`src/rtl/iob_spi_fl_prefetch_pkg.sv`:
```
// Shared definitions for the SPI flash read-prefetch stage: fetch engine
// states, the word increment and parameter defaults.
package iob_spi_fl_prefetch_pkg;

  typedef enum logic {
    F_IDLE = 1'b0,
    F_BUSY = 1'b1
  } fetch_state_t;

  localparam int WORD_INC       = 4;
  localparam int DEFAULT_ADDR_W = 24;
  localparam int DEFAULT_DATA_W = 32;
  localparam int DEFAULT_DEPTH  = 4;

endpackage

```
`src/rtl/iob_spi_fl_pf_fifo.sv`:
```
// Circular word buffer for the prefetch stage: push, pop and flush with an
// occupancy count. Flush wins over a simultaneous push or pop.
module iob_spi_fl_pf_fifo #(
  parameter int DEPTH  = 4,
  parameter int DATA_W = 32
) (
  input  logic                   clk,
  input  logic                   rst,
  input  logic                   flush,
  input  logic                   push,
  input  logic [DATA_W-1:0]      push_data,
  input  logic                   pop,
  output logic [DATA_W-1:0]      head_data,
  output logic [$clog2(DEPTH):0] count
);

  localparam int PTR_W = $clog2(DEPTH);
  localparam int CNT_W = PTR_W + 1;

  logic [DATA_W-1:0] mem [DEPTH];
  logic [PTR_W-1:0]  rd_ptr;
  logic [PTR_W-1:0]  wr_ptr;

  assign head_data = mem[rd_ptr];

  always_ff @(posedge clk or posedge rst) begin
    if (rst) begin
      rd_ptr <= '0;
      wr_ptr <= '0;
      count  <= '0;
    end else if (flush) begin
      rd_ptr <= '0;
      wr_ptr <= '0;
      count  <= '0;
    end else begin
      if (push) wr_ptr <= wr_ptr + PTR_W'(1);
      if (pop)  rd_ptr <= rd_ptr + PTR_W'(1);
      case ({push, pop})
        2'b10:   count <= count + CNT_W'(1);
        2'b01:   count <= count - CNT_W'(1);
        default: count <= count;
      endcase
    end
  end

  // Storage is not reset; count guards every read of it.
  always_ff @(posedge clk) begin
    if (push && !flush) mem[wr_ptr] <= push_data;
  end

endmodule

```
`src/rtl/iob_spi_fl_prefetch.sv`:
```
// Sequential read-prefetch stage in front of the SPI flash master core.
// FL_PREFETCH_EN enables speculative fetching; without it every read is one flash op.
module iob_spi_fl_prefetch
  import iob_spi_fl_prefetch_pkg::*;
#(
  parameter int ADDR_W = DEFAULT_ADDR_W,
  parameter int DATA_W = DEFAULT_DATA_W,
  parameter int DEPTH  = DEFAULT_DEPTH
) (
  input  logic                clk,
  input  logic                rst,
  input  logic                valid_cache,
  input  logic [ADDR_W-1:0]   address_cache,
  input  logic [DATA_W/8-1:0] wstrb_cache,
  output logic [DATA_W-1:0]   rdata_cache,
  output logic                ready_cache,
  output logic [31:0]         fl_address,
  output logic                fl_valid,
  input  logic [DATA_W-1:0]   fl_rdata,
  input  logic                fl_ready,
  input  logic                sw_hold
);

  localparam int CNT_W = $clog2(DEPTH) + 1;
  localparam logic [ADDR_W-1:0] INC = ADDR_W'(WORD_INC);

  fetch_state_t state, state_next;

  logic [ADDR_W-1:0] head_addr;
  logic [ADDR_W-1:0] fetch_addr;
  logic [ADDR_W-1:0] fl_addr_q;
  logic [ADDR_W-1:0] req_word;
  logic              pending;
  logic              discard;
  logic [CNT_W-1:0]  count;
  logic [DATA_W-1:0] head_data;
  logic              is_write;
  logic              accept;
  logic              hit;
  logic              miss;
  logic              serve;
  logic              pop;
  logic              push;
  logic              fl_done;
  logic              prefetch_ok;
  logic              start;
  logic              unused_ok;
`ifdef FL_PREFETCH_EN
  logic              primed;
`endif

  assign req_word  = {address_cache[ADDR_W-1:2], 2'b00};
  assign is_write  = |wstrb_cache;
  assign accept    = valid_cache && !ready_cache && !pending;
  assign hit       = accept && !is_write && (count != '0) && (req_word == head_addr);
  assign miss      = accept && !is_write && !hit;
  assign serve     = pending && (count != '0);
  assign pop       = hit || serve;
  assign fl_done   = (state == F_BUSY) && fl_ready;
  assign push      = fl_done && !discard;
  assign unused_ok = ^address_cache[1:0];

  // Without prefetch the buffer is empty between requests, so every read misses.
`ifdef FL_PREFETCH_EN
  assign prefetch_ok = primed && (count < CNT_W'(DEPTH));
`else
  assign prefetch_ok = 1'b0;
`endif

  // A miss in this cycle retargets fetch_addr, so starting waits one cycle.
  assign start = !sw_hold && !miss && ((pending && (count == '0)) || prefetch_ok);

  assign fl_valid   = (state == F_BUSY);
  assign fl_address = 32'(fl_addr_q);

  iob_spi_fl_pf_fifo #(
    .DEPTH (DEPTH),
    .DATA_W(DATA_W)
  ) u_fifo (
    .clk      (clk),
    .rst      (rst),
    .flush    (miss),
    .push     (push),
    .push_data(fl_rdata),
    .pop      (pop),
    .head_data(head_data),
    .count    (count)
  );

  always_ff @(posedge clk or posedge rst) begin
    if (rst) state <= F_IDLE;
    else     state <= state_next;
  end

  always_comb begin
    state_next = state;
    case (state)
      F_IDLE:  if (start)    state_next = F_BUSY;
      F_BUSY:  if (fl_ready) state_next = F_IDLE;
      default: state_next = F_IDLE;
    endcase
  end

  always_ff @(posedge clk or posedge rst) begin
    if (rst) begin
      ready_cache <= 1'b0;
      rdata_cache <= '0;
      head_addr   <= '0;
      fetch_addr  <= '0;
      fl_addr_q   <= '0;
      pending     <= 1'b0;
      discard     <= 1'b0;
`ifdef FL_PREFETCH_EN
      primed      <= 1'b0;
`endif
    end else begin
      ready_cache <= 1'b0;
      rdata_cache <= '0;
      if (accept && is_write) begin
        ready_cache <= 1'b1;
      end else if (pop) begin
        ready_cache <= 1'b1;
        rdata_cache <= head_data;
        head_addr   <= head_addr + INC;
      end
      if (serve) pending <= 1'b0;
      if ((state == F_IDLE) && start) fl_addr_q <= fetch_addr;
      // An op still in flight at a miss returns a stale word that must be dropped.
      if (miss) begin
        head_addr  <= req_word;
        fetch_addr <= req_word;
        pending    <= 1'b1;
        discard    <= (state == F_BUSY) && !fl_ready;
`ifdef FL_PREFETCH_EN
        primed     <= 1'b1;
`endif
      end else if (fl_done) begin
        if (discard) discard    <= 1'b0;
        else         fetch_addr <= fetch_addr + INC;
      end
    end
  end

endmodule

```
`config.mk`:
```
export PLATFORM = sky130hd
export DESIGN_NAME = iob_spi_fl_prefetch
export DESIGN_NICKNAME = d
export VERILOG_FILES = /design/src/rtl/iob_spi_fl_prefetch_pkg.sv /design/src/rtl/iob_spi_fl_pf_fifo.sv /design/src/rtl/iob_spi_fl_prefetch.sv
export SDC_FILE = /design/constraint.sdc
export NUM_CORES = 1
export LEC_CHECK = 0
export BUFFER_PORTS_ARGS = -buffer_cell sky130_fd_sc_hd__buf_2
export CAP_MARGIN = 15
export CORE_ASPECT_RATIO = 1.4
export CORE_MARGIN = 2
export CORE_UTILIZATION = 51
export CTS_BUF_LIST = sky130_fd_sc_hd__clkbuf_8
export CTS_CLUSTER_DIAMETER = 60
export CTS_CLUSTER_SIZE = 25
export DETAILED_ROUTE_END_ITERATION = 12
export HOLD_SLACK_MARGIN = 0.06
export PLACE_DENSITY = 0.76
export SYNTH_ARGS = -nofsm -noshare
export SYNTH_HDL_FRONTEND = slang
export SYNTH_SLANG_ARGS = --single-unit
```
`constraint.sdc`:
```
create_clock -name clk -period 7.08 [get_ports clk]
set_clock_uncertainty 0.2 [all_clocks]
set_input_delay 0.354 -clock clk [delete_from_list [all_inputs] [get_ports clk]]
set_output_delay 0.354 -clock clk [all_outputs]
set_load 0.03 [all_outputs]
```
==> results_dict.tcl <==
set metrics [dict create \
    cts_num_sinks 237 \
    grt_overflow_total 0 \
    fin_crit_ns 3.94 \
    required_ns 7.04 \
    max-cap-violations 0 \
    antenna_found_initial 0 \
    status "completed" \
    synth.avg_cell_area_um2 14.7 \
    nets 923 \
    yosysMostFrequentCell "edfxtp_1" \
    routed_wl_um 20100 \
    cts_resized 0 \
    yosys-top-cells-area "edfxtp_1 38%, dfrtp_1 27%, mux4_2 7.2%" \
    num_rows 60 \
    setup_viol 0 \
    drive_gt1_frac 0.257 \
    gp_congestion 0.814 \
    dieArea_um2 20800 \
    synth_top_area_frac 0.383 \
    numPortBuffers 118 \
    grt_pass1_vias 6052 \
    synth.distinct_cells 59 \
    fin_ws_ns 3.14 \
    first_iter_violations 300 \
    grt_pass1_wl_um 31700 \
    fin_cells 1107 \
    dieWidth_um 123 \
    grt_setup_unrepaired "false" \
    synth_flop_cell "edfxtp_1" \
    ys_ff_latch 237 \
    drtAntennaViolNets 0 \
    path_max_fanout 67 \
    syn2layout_area_growth_pct 16.4 \
    antenna_cells 0 \
    max_slew_margin 0.303 \
    grt_start_max_net_pins 81 \
    grt_usage 0.197 \
    synth_area_um2 10000 \
    clock_latency_ns 0.52 \
    core_um2 19300 \
    yosys.area.top_type "edfxtp_1" \
    pre_cts_slack_ns 3.11 \
    first_pass_iters 4 \
    hold_depth 3 \
    min_period_over_period 0.556 \
    fp.dieH_um 170 \
    dpl.hpwl_um 12500 \
    synth-async-reset-ratio 0.460 \
    drc 0 \
    cts_setup_buffers 0 \
    fmax_ghz 0.254 \
    r2r_cells 7 \
    syn-instance-count 683 \
    vdd_drop_max_mv 0.256 \
    htreeDepth 1 \
    io_pins 131 \
    seq_area_frac_synth 0.655 \
    cts_buffer_depth 3 \
    cts_tree "built" \
    synth_edf_count 128 \
    power.leakage_nw 4.91 \
    p_total_mw 3.06 \
    tightest_slew_ns 1.04 \
    place_area_um2 10800 \
    synth_common_cells "128 x edfxtp_1, 109 x dfrtp_1, 48 x and3_1" \
    vias 5990 \
    start_kind "input pin" \
    worst_setup_path_end_kind "flip-flop" \
    stdcell_area_um2 11700 \
    placed_cells_incl_taps 1024 \
    slew_violations 0 \
    cts_made_buffers 15 \
    cts_root_buf "clkbuf_8" \
    clkTransAtPathRegs_ns 0.12 \
    hold_viol_final 0 \
    crit_type "input pin to flip-flop" \
    worst_hold_path_type "input pin to flip-flop" \
    tns_ns 0 \
    routedWlPerCell_um 18.2 \
    p_per_area_nw_per_um2 262 \
    synth_warnings 0 \
    initial_core_util 0.520 \
    crit_arrival_ns 3.90 \
    vias_per_cell 5.41 \
]
==> layout by cell type (no fill, tap or decap), drive strengths merged, types with 2 or more instances in the layout <==
cell type / n
and4: 2
a22oi: 4
edfxtp: 128
a31oi: 2
ha: 6
mux2i: 9
mux4: 32
conb: 10
o311ai: 2
dfrtp: 109
dlygate4sd3: 58
o22a: 7
buf: 130
o21a: 2
and3: 48
a41oi: 2
xnor2: 28
xor2: 19
nor4: 6
nor2: 32
nand4: 12
nand2: 41
or3: 4
and2: 3
mux2: 29
nand2b: 2
o21ai: 16
clkbuf: 16
o211ai: 3
o221ai: 2
nor3: 9
a21oi: 29
inv: 21
nand3: 22
==> power by group <==
part	switching [mW]	internal (mW)	total, mW
registers	0.138	1.57	1.71
clock network	0.447	0.234	0.682
logic	0.335	0.338	0.674
total	0.921	2.14	3.06
==> logic make-up after synthesis <==
| logic type | count (synthesis) | share of synthesized area |
|---|---|---|
| flip-flops | 237 | 0.655 |
| buffers and inverters | 58 | 0.0328 |
| adder cells (fa/ha/maj) | 7 | 0.00948 |
| AO/OA/AOI/OAI | 75 | 0.0479 |
| other | 1 | 0.000374 |
| multiplexers | 70 | 0.113 |
| AND/OR/NAND/NOR | 188 | 0.0995 |
| XOR/XNOR | 47 | 0.0418 |
==> flip-flops by register name (all words and copies together) (netlist names) <==
name,count
discard,1
fetch_addr,22
fl_addr_q,22
fl_valid,1
head_addr,22
pending,1
rdata_cache,32
ready_cache,1
u_fifo.count,3
u_fifo.mem,128
u_fifo.rd_ptr,2
u_fifo.wr_ptr,2
==> routing by layer <==
layer	wire, um	share of wire	global-route usage	up-vias
li1	-	-	-	2846
met1	7930	0.39	0.235	2995
met2	11000	0.55	0.370	131
met3	837	0.042	0.0298	18
met4	299	0.015	0.0450	0
met5	0	0	0	-
==> area by class of cell <==
class	count	area (um^2)
Clock inverter	9	81.3
Timing Repair Buffer	188	1260
Tap cell	248	310
Multi-Input combinational cell	397	3190
Fill cell	1475	7610
Clock buffer	16	220
Sequential cell	237	6570
Inverter	12	47.5
==> critical path, cell delays in order <==
cell	delay, ns
dlygate4sd3_1	0.54
buf_2	0.14
xnor2_1	0.29
nand4_2	0.18
nor4_4	0.42
a41o_4	0.58
buf_4	0.65
and3_1	0.26
buf_4	0.43
==> path summary, 6_finish.rpt <==
path	from	end	slack (ns)
min in group asynchronous	rst	rdata_cache[22]$_DFF_PP0_	0.16
worst max-delay path	address_cache[20]	u_fifo.mem[0][18]$_DFFE_PP_	3.14
worst min register to register	fl_addr_q[8]$_DFFE_PP0P_	fl_addr_q[8]$_DFFE_PP0P_	0.31
worst min-delay path	valid_cache	ready_cache$_DFF_PP0_	0.1
worst max register to register	head_addr[20]$_DFFE_PP0P_	u_fifo.mem[0][18]$_DFFE_PP_	3.18
max in group asynchronous	rst	u_fifo.count[2]$_DFFE_PP0P_	5.11
==> through the flow <==
step	utilization	hold WS (ns)
3_3_place_gp	0.560	0.188
6_report	0.605	0.0960
2_1_floorplan	-	0.245
3_5_place_dp	0.560	0.190
4_1_cts	0.605	0.0760
5_1_grt	0.605	0.120
==> timing repair <==
action | 4_1_cts | 5_1_grt
endpoints found under the hold margin | 204 | 0
endpoints found under the setup margin | 0 | 0
hold buffers | 58 | 0
No activity file was read; power rests on OpenSTA's default activity.
